<file path="config.mk">
export PLATFORM = sky130hd
export DESIGN_NAME = cplx_mac_pipe
export DESIGN_NICKNAME = d
export VERILOG_FILES = /design/src/rtl/cplx_mac_pipe.sv
export SDC_FILE = /design/constraint.sdc
export NUM_CORES = 1
export LEC_CHECK = 0
export CAP_MARGIN = 20
export CORE_MARGIN = 8
export CORE_UTILIZATION = 64
export DETAILED_ROUTE_END_ITERATION = 8
export GPL_ROUTABILITY_DRIVEN = 0
export PLACE_DENSITY = 0.83
export SYNTH_ARGS = -nofsm -noshare
export SYNTH_HDL_FRONTEND = slang
export SYNTH_SLANG_ARGS = --single-unit
</file>
<file path="constraint.sdc">
create_clock -name clk -period 10.3 [get_ports clk]
set_input_delay 2.06 -clock clk [delete_from_list [all_inputs] [get_ports clk]]
set_output_delay 2.06 -clock clk [all_outputs]
set_load 0.02 [all_outputs]
</file>
<file path="src/rtl/cplx_mac_pipe.sv">
// Pipelined signed complex multiply (A*B or A*conj(B)) with per-frame accumulation.
// Three register stages (operands, partial products, combined terms) feed the accumulator/output register.
module cplx_mac_pipe #(
    parameter int N  = 8,
    parameter int CW = 4,
    parameter int OW = 2*N+1+CW
) (
    input  logic                 clk,
    input  logic                 rst,
    input  logic                 in_valid,
    output logic                 in_ready,
    input  logic signed [N-1:0]  a_re,
    input  logic signed [N-1:0]  a_im,
    input  logic signed [N-1:0]  b_re,
    input  logic signed [N-1:0]  b_im,
    input  logic                 conj_b,
    input  logic [CW-1:0]        acc_len,
    output logic                 out_valid,
    input  logic                 out_ready,
    output logic signed [OW-1:0] out_re,
    output logic signed [OW-1:0] out_im
);

    logic adv;
    logic accept;

    assign adv      = !out_valid || out_ready;
    assign in_ready = adv;
    assign accept   = in_valid && adv;

    // Frame position is tracked at the input so the latched length never
    // races beats still in flight; the end of frame travels down as a tag.
    logic [CW-1:0] in_cnt_reg;
    logic [CW-1:0] len_reg;
    logic [CW-1:0] len_eff;
    logic [CW:0]   len_full;
    logic          last_beat;

    always_comb begin
        len_eff   = (in_cnt_reg == '0) ? acc_len : len_reg;
        len_full  = (len_eff == '0) ? {1'b1, {CW{1'b0}}} : {1'b0, len_eff};
        last_beat = (({1'b0, in_cnt_reg} + (CW+1)'(1)) == len_full);
    end

    always_ff @(posedge clk or posedge rst) begin
        if (rst) begin
            in_cnt_reg <= '0;
            len_reg    <= '0;
        end else if (accept) begin
            if (in_cnt_reg == '0)
                len_reg <= acc_len;
            in_cnt_reg <= last_beat ? '0 : in_cnt_reg + 1'b1;
        end
    end

    // Stage 1: operand capture
    logic                v1_reg, last1_reg, conj1_reg;
    logic signed [N-1:0] a_re1_reg, a_im1_reg, b_re1_reg, b_im1_reg;

    always_ff @(posedge clk or posedge rst) begin
        if (rst) begin
            v1_reg    <= 1'b0;
            last1_reg <= 1'b0;
            conj1_reg <= 1'b0;
            a_re1_reg <= '0;
            a_im1_reg <= '0;
            b_re1_reg <= '0;
            b_im1_reg <= '0;
        end else if (adv) begin
            v1_reg    <= in_valid;
            last1_reg <= in_valid && last_beat;
            if (in_valid) begin
                conj1_reg <= conj_b;
                a_re1_reg <= a_re;
                a_im1_reg <= a_im;
                b_re1_reg <= b_re;
                b_im1_reg <= b_im;
            end
        end
    end

    // Stage 2: p0=a_re*b_re, p1=a_im*b_im, p2=a_re*b_im, p3=a_im*b_re
    logic signed [N-1:0]   mul_x [4];
    logic signed [N-1:0]   mul_y [4];
    logic signed [2*N-1:0] prod_reg [4];
    logic                  v2_reg, last2_reg, conj2_reg;

    assign mul_x[0] = a_re1_reg;
    assign mul_y[0] = b_re1_reg;
    assign mul_x[1] = a_im1_reg;
    assign mul_y[1] = b_im1_reg;
    assign mul_x[2] = a_re1_reg;
    assign mul_y[2] = b_im1_reg;
    assign mul_x[3] = a_im1_reg;
    assign mul_y[3] = b_re1_reg;

    generate
        for (genvar gi = 0; gi < 4; gi++) begin : g_mul
            always_ff @(posedge clk or posedge rst) begin
                if (rst)
                    prod_reg[gi] <= '0;
                else if (adv)
                    prod_reg[gi] <= (2*N)'(mul_x[gi]) * (2*N)'(mul_y[gi]);
            end
        end
    endgenerate

    always_ff @(posedge clk or posedge rst) begin
        if (rst) begin
            v2_reg    <= 1'b0;
            last2_reg <= 1'b0;
            conj2_reg <= 1'b0;
        end else if (adv) begin
            v2_reg    <= v1_reg;
            last2_reg <= last1_reg;
            conj2_reg <= conj1_reg;
        end
    end

    // Stage 3: combine sign-extended products into one complex term
    logic signed [OW-1:0] ext [4];
    logic signed [OW-1:0] re_next, im_next;
    logic signed [OW-1:0] re3_reg, im3_reg;
    logic                 v3_reg, last3_reg;

    generate
        for (genvar gi = 0; gi < 4; gi++) begin : g_ext
            assign ext[gi] = OW'(prod_reg[gi]);
        end
    endgenerate

    always_comb begin
        if (conj2_reg) begin
            re_next = ext[0] + ext[1];
            im_next = ext[3] - ext[2];
        end else begin
            re_next = ext[0] - ext[1];
            im_next = ext[2] + ext[3];
        end
    end

    always_ff @(posedge clk or posedge rst) begin
        if (rst) begin
            v3_reg    <= 1'b0;
            last3_reg <= 1'b0;
            re3_reg   <= '0;
            im3_reg   <= '0;
        end else if (adv) begin
            v3_reg    <= v2_reg;
            last3_reg <= last2_reg;
            re3_reg   <= re_next;
            im3_reg   <= im_next;
        end
    end

    // Accumulate / emit; while stalled everything, including the result, holds
    logic signed [OW-1:0] acc_re_reg, acc_im_reg;

    always_ff @(posedge clk or posedge rst) begin
        if (rst) begin
            acc_re_reg <= '0;
            acc_im_reg <= '0;
            out_re     <= '0;
            out_im     <= '0;
            out_valid  <= 1'b0;
        end else if (adv) begin
            if (v3_reg && last3_reg) begin
                out_re     <= acc_re_reg + re3_reg;
                out_im     <= acc_im_reg + im3_reg;
                out_valid  <= 1'b1;
                acc_re_reg <= '0;
                acc_im_reg <= '0;
            end else begin
                if (v3_reg) begin
                    acc_re_reg <= acc_re_reg + re3_reg;
                    acc_im_reg <= acc_im_reg + im3_reg;
                end
                out_valid <= 1'b0;
            end
        end
    end

endmodule

</file>
# [Word-level counts from Yosys, hierarchy flattened]
# Cells that the tools add are included.
[word_totals] word_cells=59 romBits=0 reg_bits=239 latch_bits=0 memories=0 inputBits=41 mem_bits_rw=0 out_inout_bits=44
[classes] reduce_logical=11 n_shift=0 n_div=0 mul=4 eq_ne=1 n_mux=10 n_lt_le_gt_ge=0 bitwise=0 add_sub_neg=8
[ops] cell="21-bit two-way mux" n=6
[ops] cell="8-bit by 8-bit multiplier with 16-bit output" n=4
[ops] cell="21-bit adder" n=2
[ops] cell="16-bit by 16-bit adder with 17-bit output" n=2
[ops] cell="16-bit by 16-bit subtractor with 17-bit output" n=2
[ops] cell="4-bit logical NOT" n=2
[ops] cell="4-bit two-way mux" n=2
[ops] cell="2-bit AND reduction" n=3
[ops] cell="4-bit by 1-bit adder with 5-bit output (second input constant)" n=1
[ops] cell="5-bit == test" n=1
[ops] cell="5-bit two-way mux" n=1
[ops] cell="4-bit by 1-bit adder with 4-bit output (second input constant)" n=1
[ops] cell="1-bit logical AND" n=3
[ops] cell="2-bit nonzero test" n=1
[ops] cell="1-bit logical NOT" n=1
[ops] cell="1-bit logical OR" n=1
[ops] cell="1-bit two-way mux" n=1

# [Depth between registers and ports, before layout]
[logic_depth] word_depth=6 ltp_mapped=19 ltp_nobuf=18

# [Least setup slack after synthesis]
# OpenSTA, ideal clock, no wires.
[synth_path] kind="input port to output port" start="input port out_ready" end="output port in_ready" n_path_buf=3 required_time_ns=8.240 stages=5 arrival_ns=3.033 slack_ns=5.207 path_cell_list="nor2b_1 > inv_1 > buf_2 > clkbuf_1 > clkbuf_1"
[synth_via] elab_chain_len=1
[synth_rtl] item="from (decl)" line_no="19" source="input logic out_ready,"
[synth_rtl] item="1-bit logical OR" line_no="27" source="assign adv = !out_valid || out_ready;"
[synth_rtl] item="to (decl)" line_no="11" source="output logic in_ready,"
# No other way between the ends.

# [Worst setup path in the final report]
# Ends and elaborated chain as after synthesis.

==> metrics.txt <==
Starting Density=64.2%; FF-to-FF End=ext[12]; post-DR wirelength/cell=16.9 µm; Root Buffer=clkbuf_16; final worst-path cycle share=57.2%; Clock Pin Slew Worst Setup and Hold Paths=60 ps; total core area=0.0352 mm²; Total Routed Length=49900 µm; fmax=0.170 GHz; Critical Path AT=3830 ps; r2r worst-path depth=16; post-synth cell types=66; IO buf count=84; vias in the first global route=17.8k; outcome=finished clean; Skew-Pair Late Insertion Delay=580 ps; Rel. slew slack=35.6%; Reg-to-Reg Start=b_re1_reg[7]; DRT Pass-1 Iters=5; Final Hold Fails=0; Synth Instances=2428; Die Span X=204 µm; Top FF cell, synth=dfrtp_1; Crit Path Max Fanout=51; Rows=69; sequential area share after synthesis=25.6%; share of layout cells above drive strength 1=6.11%; Worst Tran Pin Value=966 ps; Synth Net Count=2885; reg2reg setup slack=5230 ps; clock tree from TritonCTS=yes; crit path capture=in_ready; number of max-slew violations in the final report=0; Max Used Layer=met4; setup TNS=0 ps; CP required=8240 ps; synthesized cell area=0.0226 mm²; Layout Skew=16.7 ps; most frequent cells in the layout=inv_1 (366), dfrtp_1 (231), nand2_1 (230); first-pass GRT wire length=85700 µm; Fillers=2601; hpwl dp=36500 µm; DRT met1 WL=21400 µm; ANT cells=0; area grow syn2layout=9.83%; Final Setup Violations=0; # Post-CTS Setup Buffers=0; post-CTS sizing=0; EDFF count, synth=0; Routed Antenna Nets=0; met2 wire len=24000 µm; clock tree buffer depth=3; dpl cell area=0.0238 mm²; Mean Syn Cell Area=9.31 µm²; TritonCTS buffer count=27; yosys synthesis warning count=0; Via Count=17.0k; hold buffers post-CTS=0; metal3 WL=3110 µm; Setup crit end kind=output pin; number of flip-flops under the largest register name=64; Total Nets Final=2925; critical path launch point type=primary input; Die H=204 µm; H-Tree Depth=1; grt ovf=0; io pins=85; most common cell after layout, fill and taps aside=inv_1; flops & latches, synth=231; All-Layer GR Usage=24.6%; initial antenna violation count=0; total die area=0.0416 mm²; drt via density=5.78; Period minus WS final=5890 ps; Async SR Flop Fraction=100%; Crit. Startpoint=out_ready; Sinks on Clock Net=231; Layout Utilization=70.5%; Crit Path Class=primary input to output pin; drt first-iter violations=1104; HP Class=register to register; Residual DRC=0; post-route cell area=0.0248 mm²; largest net degree at the start of global routing=112; Max-cap violations=0; RSZ-0062 raised after global routing=no
## per-stage QoR
| stage | worst slack [ps] | hold WS [ps] | std cells |
|---|---|---|---|
| finish | 4410 | 468 | 2949 |
| global route | 4350 | 496 | 2949 |
| CTS | 4420 | 474 | 2949 |
| detailed placement | 4430 | 460 | 2900 |
| global placement | 4450 | 457 | 2900 |
| floorplan | 1910 | 439 | 2428 |
## layer usage
layer | track usage (%) | vias up
li1 | - | 7980
met1 | 32.8 | 8444
met2 | 41.8 | 520
met3 | 3.44 | 93
met4 | 6.66 | 0
met5 | 0 | -
## final cells by class
cell class	instances	area [µm²]	area share [%]
clock inverters	16	282	1.13
repair buffers	94	916	3.69
multi-input cells	1746	15200	61.0
flip-flops and latches	231	5780	23.3
well taps	461	577	2.32
clock buffers	33	738	2.97
inverters	368	1390	5.60
## synthesized netlist by cell type, types with 5 or more instances
cell type	number	area share (%)
a211oi_1	12	0.40
a21boi_0	7	0.23
a21o_1	25	0.83
a21oi_1	119	2.6
a22o_1	29	1.1
a31o_2	6	0.23
a31oi_1	11	0.30
and2_1	172	4.8
and3_1	9	0.25
buf_1	5	0.083
clkbuf_1	74	1.2
dfrtp_1	231	26
fa_1	224	20
ha_1	192	11
inv_1	368	6.1
mux2_2	68	3.4
mux2i_1	6	0.27
nand2_1	231	3.8
nand2b_1	24	0.66
nand3_1	26	0.58
nand3b_1	13	0.43
nor2_1	127	2.1
nor2b_1	26	0.72
nor3_1	36	0.80
nor3b_1	14	0.46
nor4b_1	9	0.35
o211ai_1	15	0.50
o21a_1	22	0.73
o21ai_0	79	1.7
o21bai_1	10	0.33
o31ai_1	30	1.0
or3_1	12	0.33
xnor2_1	87	3.4
xor2_1	53	2.1
## worst max-delay path, stage by stage
cell,delay [ps]
clkdlybuf4s50_1,460
nor2b_4,120
buf_4,490
inv_4,120
clkdlybuf4s50_1,570
## how the worst min path moves through the flow
stage | start | endpoint | slack (ps) | cells after the start
after global placement | ext[3] | ext[3] | 460 | 2
final | v2_reg | v2_reg | 470 | 2
after global routing | conj1_reg | conj2_reg | 500 | 2
after CTS | v2_reg | v2_reg | 470 | 2
after detailed placement | v2_reg | v2_reg | 460 | 2
after floorplan | last2_reg | last2_reg | 440 | 2
## cells by family (layout without fill, tap and decap cells)
group	count (synthesis)	in the layout	synth area share, %
xor gates and xnor gates	141	141	5.52
AOI/OAI and AO/OA	395	395	11.3
DFF	231	231	25.6
buffers and inverters	451	511	7.52
and+or+nand+nor	720	720	16.0
muxes	74	74	3.65
adders and majority gates	416	416	30.5
Power is not shown: default switching activity piles up to over one toggle a cycle in this logic, so the estimate is an artifact.
==> variant (same flow settings) <==
Make the reset (`rst`) synchronous in 6 clocked blocks.
--- a/src/rtl/cplx_mac_pipe.sv
+++ b/src/rtl/cplx_mac_pipe.sv
@@ -42,7 +42,7 @@
         last_beat = (({1'b0, in_cnt_reg} + (CW+1)'(1)) == len_full);
     end
 
-    always_ff @(posedge clk or posedge rst) begin
+    always_ff @(posedge clk) begin
         if (rst) begin
             in_cnt_reg <= '0;
             len_reg    <= '0;
@@ -57,7 +57,7 @@
     logic                v1_reg, last1_reg, conj1_reg;
     logic signed [N-1:0] a_re1_reg, a_im1_reg, b_re1_reg, b_im1_reg;
 
-    always_ff @(posedge clk or posedge rst) begin
+    always_ff @(posedge clk) begin
         if (rst) begin
             v1_reg    <= 1'b0;
             last1_reg <= 1'b0;
@@ -96,7 +96,7 @@
 
     generate
         for (genvar gi = 0; gi < 4; gi++) begin : g_mul
-            always_ff @(posedge clk or posedge rst) begin
+            always_ff @(posedge clk) begin
                 if (rst)
                     prod_reg[gi] <= '0;
                 else if (adv)
@@ -105,7 +105,7 @@
         end
     endgenerate
 
-    always_ff @(posedge clk or posedge rst) begin
+    always_ff @(posedge clk) begin
         if (rst) begin
             v2_reg    <= 1'b0;
             last2_reg <= 1'b0;
@@ -139,7 +139,7 @@
         end
     end
 
-    always_ff @(posedge clk or posedge rst) begin
+    always_ff @(posedge clk) begin
         if (rst) begin
             v3_reg    <= 1'b0;
             last3_reg <= 1'b0;
@@ -156,7 +156,7 @@
     // Accumulate / emit; while stalled everything, including the result, holds
     logic signed [OW-1:0] acc_re_reg, acc_im_reg;
 
-    always_ff @(posedge clk or posedge rst) begin
+    always_ff @(posedge clk) begin
         if (rst) begin
             acc_re_reg <= '0;
             acc_im_reg <= '0;
Behaviour: same outputs for any inputs over 4 cycles, from zero or initial values and one cycle with rst high; that may be too few to reach the edited logic, so the function may still have changed.
==> variant against the original RTL <==
Cell area decreased by 2.8%; routed wire length increased by 0.23%; area after synthesis decreased by 2.5%; count of clock-buffer cells in the layout increased by 1; sequential cell count unchanged; setup slack improved by 0.25 ns; critical endpoint unchanged.
Power is left out: it rests on default switching activity, and per cell area and clock period it moved more than threefold.
==> variant: results (changes against the original RTL) <==
metric;value;unit;change
status;finished, final reports clean;;
dominant register cell in the synthesized netlist;dfxtp_1;;
vias in the first global route;18065;;+1.3%
largest net degree at the start of global routing;76;;-32%
IO buf count;84;;unchanged
Slowest cell on crit path;clkdlybuf4s50_1;;
largest cells by area after synthesis;fa_1 (20%), dfxtp_1 (15%), ha_1 (11%);;
Commonest cells post-synth;inv_1 (362), nand2_1 (271), fa_1 (224);;
r2r endpoint;prod_reg[3][15];;
share of cells above drive strength 1;3.00;%;-3.1 points
Worst R2R Setup Slack;5.16;ns;-0.07 ns
Async SR Flop Fraction;0;%;-100 points
H-tree depth;1;;unchanged
Slew headroom;28.9;%;-6.7 points
final clock skew;0.0145;ns;-0.00215 ns
WL/cell;16.5;um;-2.3%
clk_lat worst skew;0.57;ns;
vias per inst;5.71;;-1.1%
sequential cell area fraction in the yosys report;23.9;%;-1.7 points
EDFF count, synth;64;;+64
crit path DAT;3.58;ns;-0.25 ns
CTS Buf Count;27;;unchanged
DR pass1 iterations;6;;+1
GRT Total Usage;24.9;%;+0.27 points
CP max FO;26;;-49%
Crit Reg-Reg Startpoint;b_re1_reg[2];;
1st-iter DRT viols;823;;-25%
clock tree buffer depth;3;;unchanged
Slew Limit Fails;0;;unchanged
Final HPWL DP;37400;um;+2.4%
wire length of the first global-routing pass;86300;um;+0.67%
nets;3006;;+2.8%
largest delay contributor family on the critical path;buffers and inverters;;
[variant: cell count changes after synthesis, moves of 13 or more]
cell      unedited run  this run
a211oi_1            12        30
nand2_1            231       271
edfxtp_1             0        64
mux2_2              68         4
and2_1             172       185
clkbuf_1            74        96
o31ai_1             30         2
nor2_1             127       158
a21oi_1            119       195
xnor2_1             87       101
dfrtp_1            231         0
a22oi_1              0        14
dfxtp_1              0       167
[variant: logic make-up (layout without fill, tap and decap cells)]
kind of cell	Yosys count	in the layout	share of synthesized area [%]
muxes	10	10	0.477
buffers and inverters	465	508	7.94
DFF	231	231	23.9
AOI/OAI and AO/OA	468	468	13.1
adders and majority gates	416	416	31.2
xor gates and xnor gates	151	151	6.00
and+or+nand+nor	785	785	17.3
[variant: worst register-to-register path, stage by stage, from the launching register on]
cell and delay [ns]:
dfxtp_1 0.90, nand2_1 0.23, fa_1 0.60, inv_1 0.06
fa_1 0.47, fa_1 0.55, inv_1 0.06, fa_1 0.52
inv_1 0.04, ha_1 0.34, o21a_1 0.13, o21a_1 0.16
o21ai_0 0.31, nand2b_1 0.17, a21oi_1 0.08, xnor2_1 0.18
nor2_1 0.08
[variant: routing by layer]
layer  GRT usage, %  share of wire (%)
met1           30.7                 42
met2           44.0                 49
met3           3.89                5.8
met4           7.91                3.3
met5              0                  0
[variant: final cells by class]
cell class,count,area [um2]
fillers,2612,10100
clock buffers,34,753
multi-input cells,1830,15000
inverters,362,1360
flip-flops and latches,231,5270
clock inverters,15,210
well taps,455,569
repair buffers,97,948
[variant: per-stage QoR]
stage,std cells,worst slack (ns),cell area (um2),hold WS [ns],util [%]
after floorplan,2526,5.23,22000,0.429,-
after global placement,2973,4.66,23200,0.444,67.7
after detailed placement,2973,4.66,23200,0.447,67.7
after CTS,3022,4.64,24100,0.455,70.5
after global routing,3024,4.58,24100,0.465,70.6
final,3024,4.66,24100,0.453,70.6
[variant: how the worst min path moves through the flow]
stage | depth (start not counted) | endpoint | startpoint
2_1_floorplan | 2 | acc_im_reg[8] | acc_im_reg[8]
3_3_place_gp | 2 | out_re[9] | out_re[9]
3_5_place_dp | 2 | out_re[6] | out_re[6]
4_1_cts | 2 | out_re[6] | out_re[6]
5_1_grt | 2 | out_re[6] | out_re[6]
6_report | 2 | out_re[6] | out_re[6]
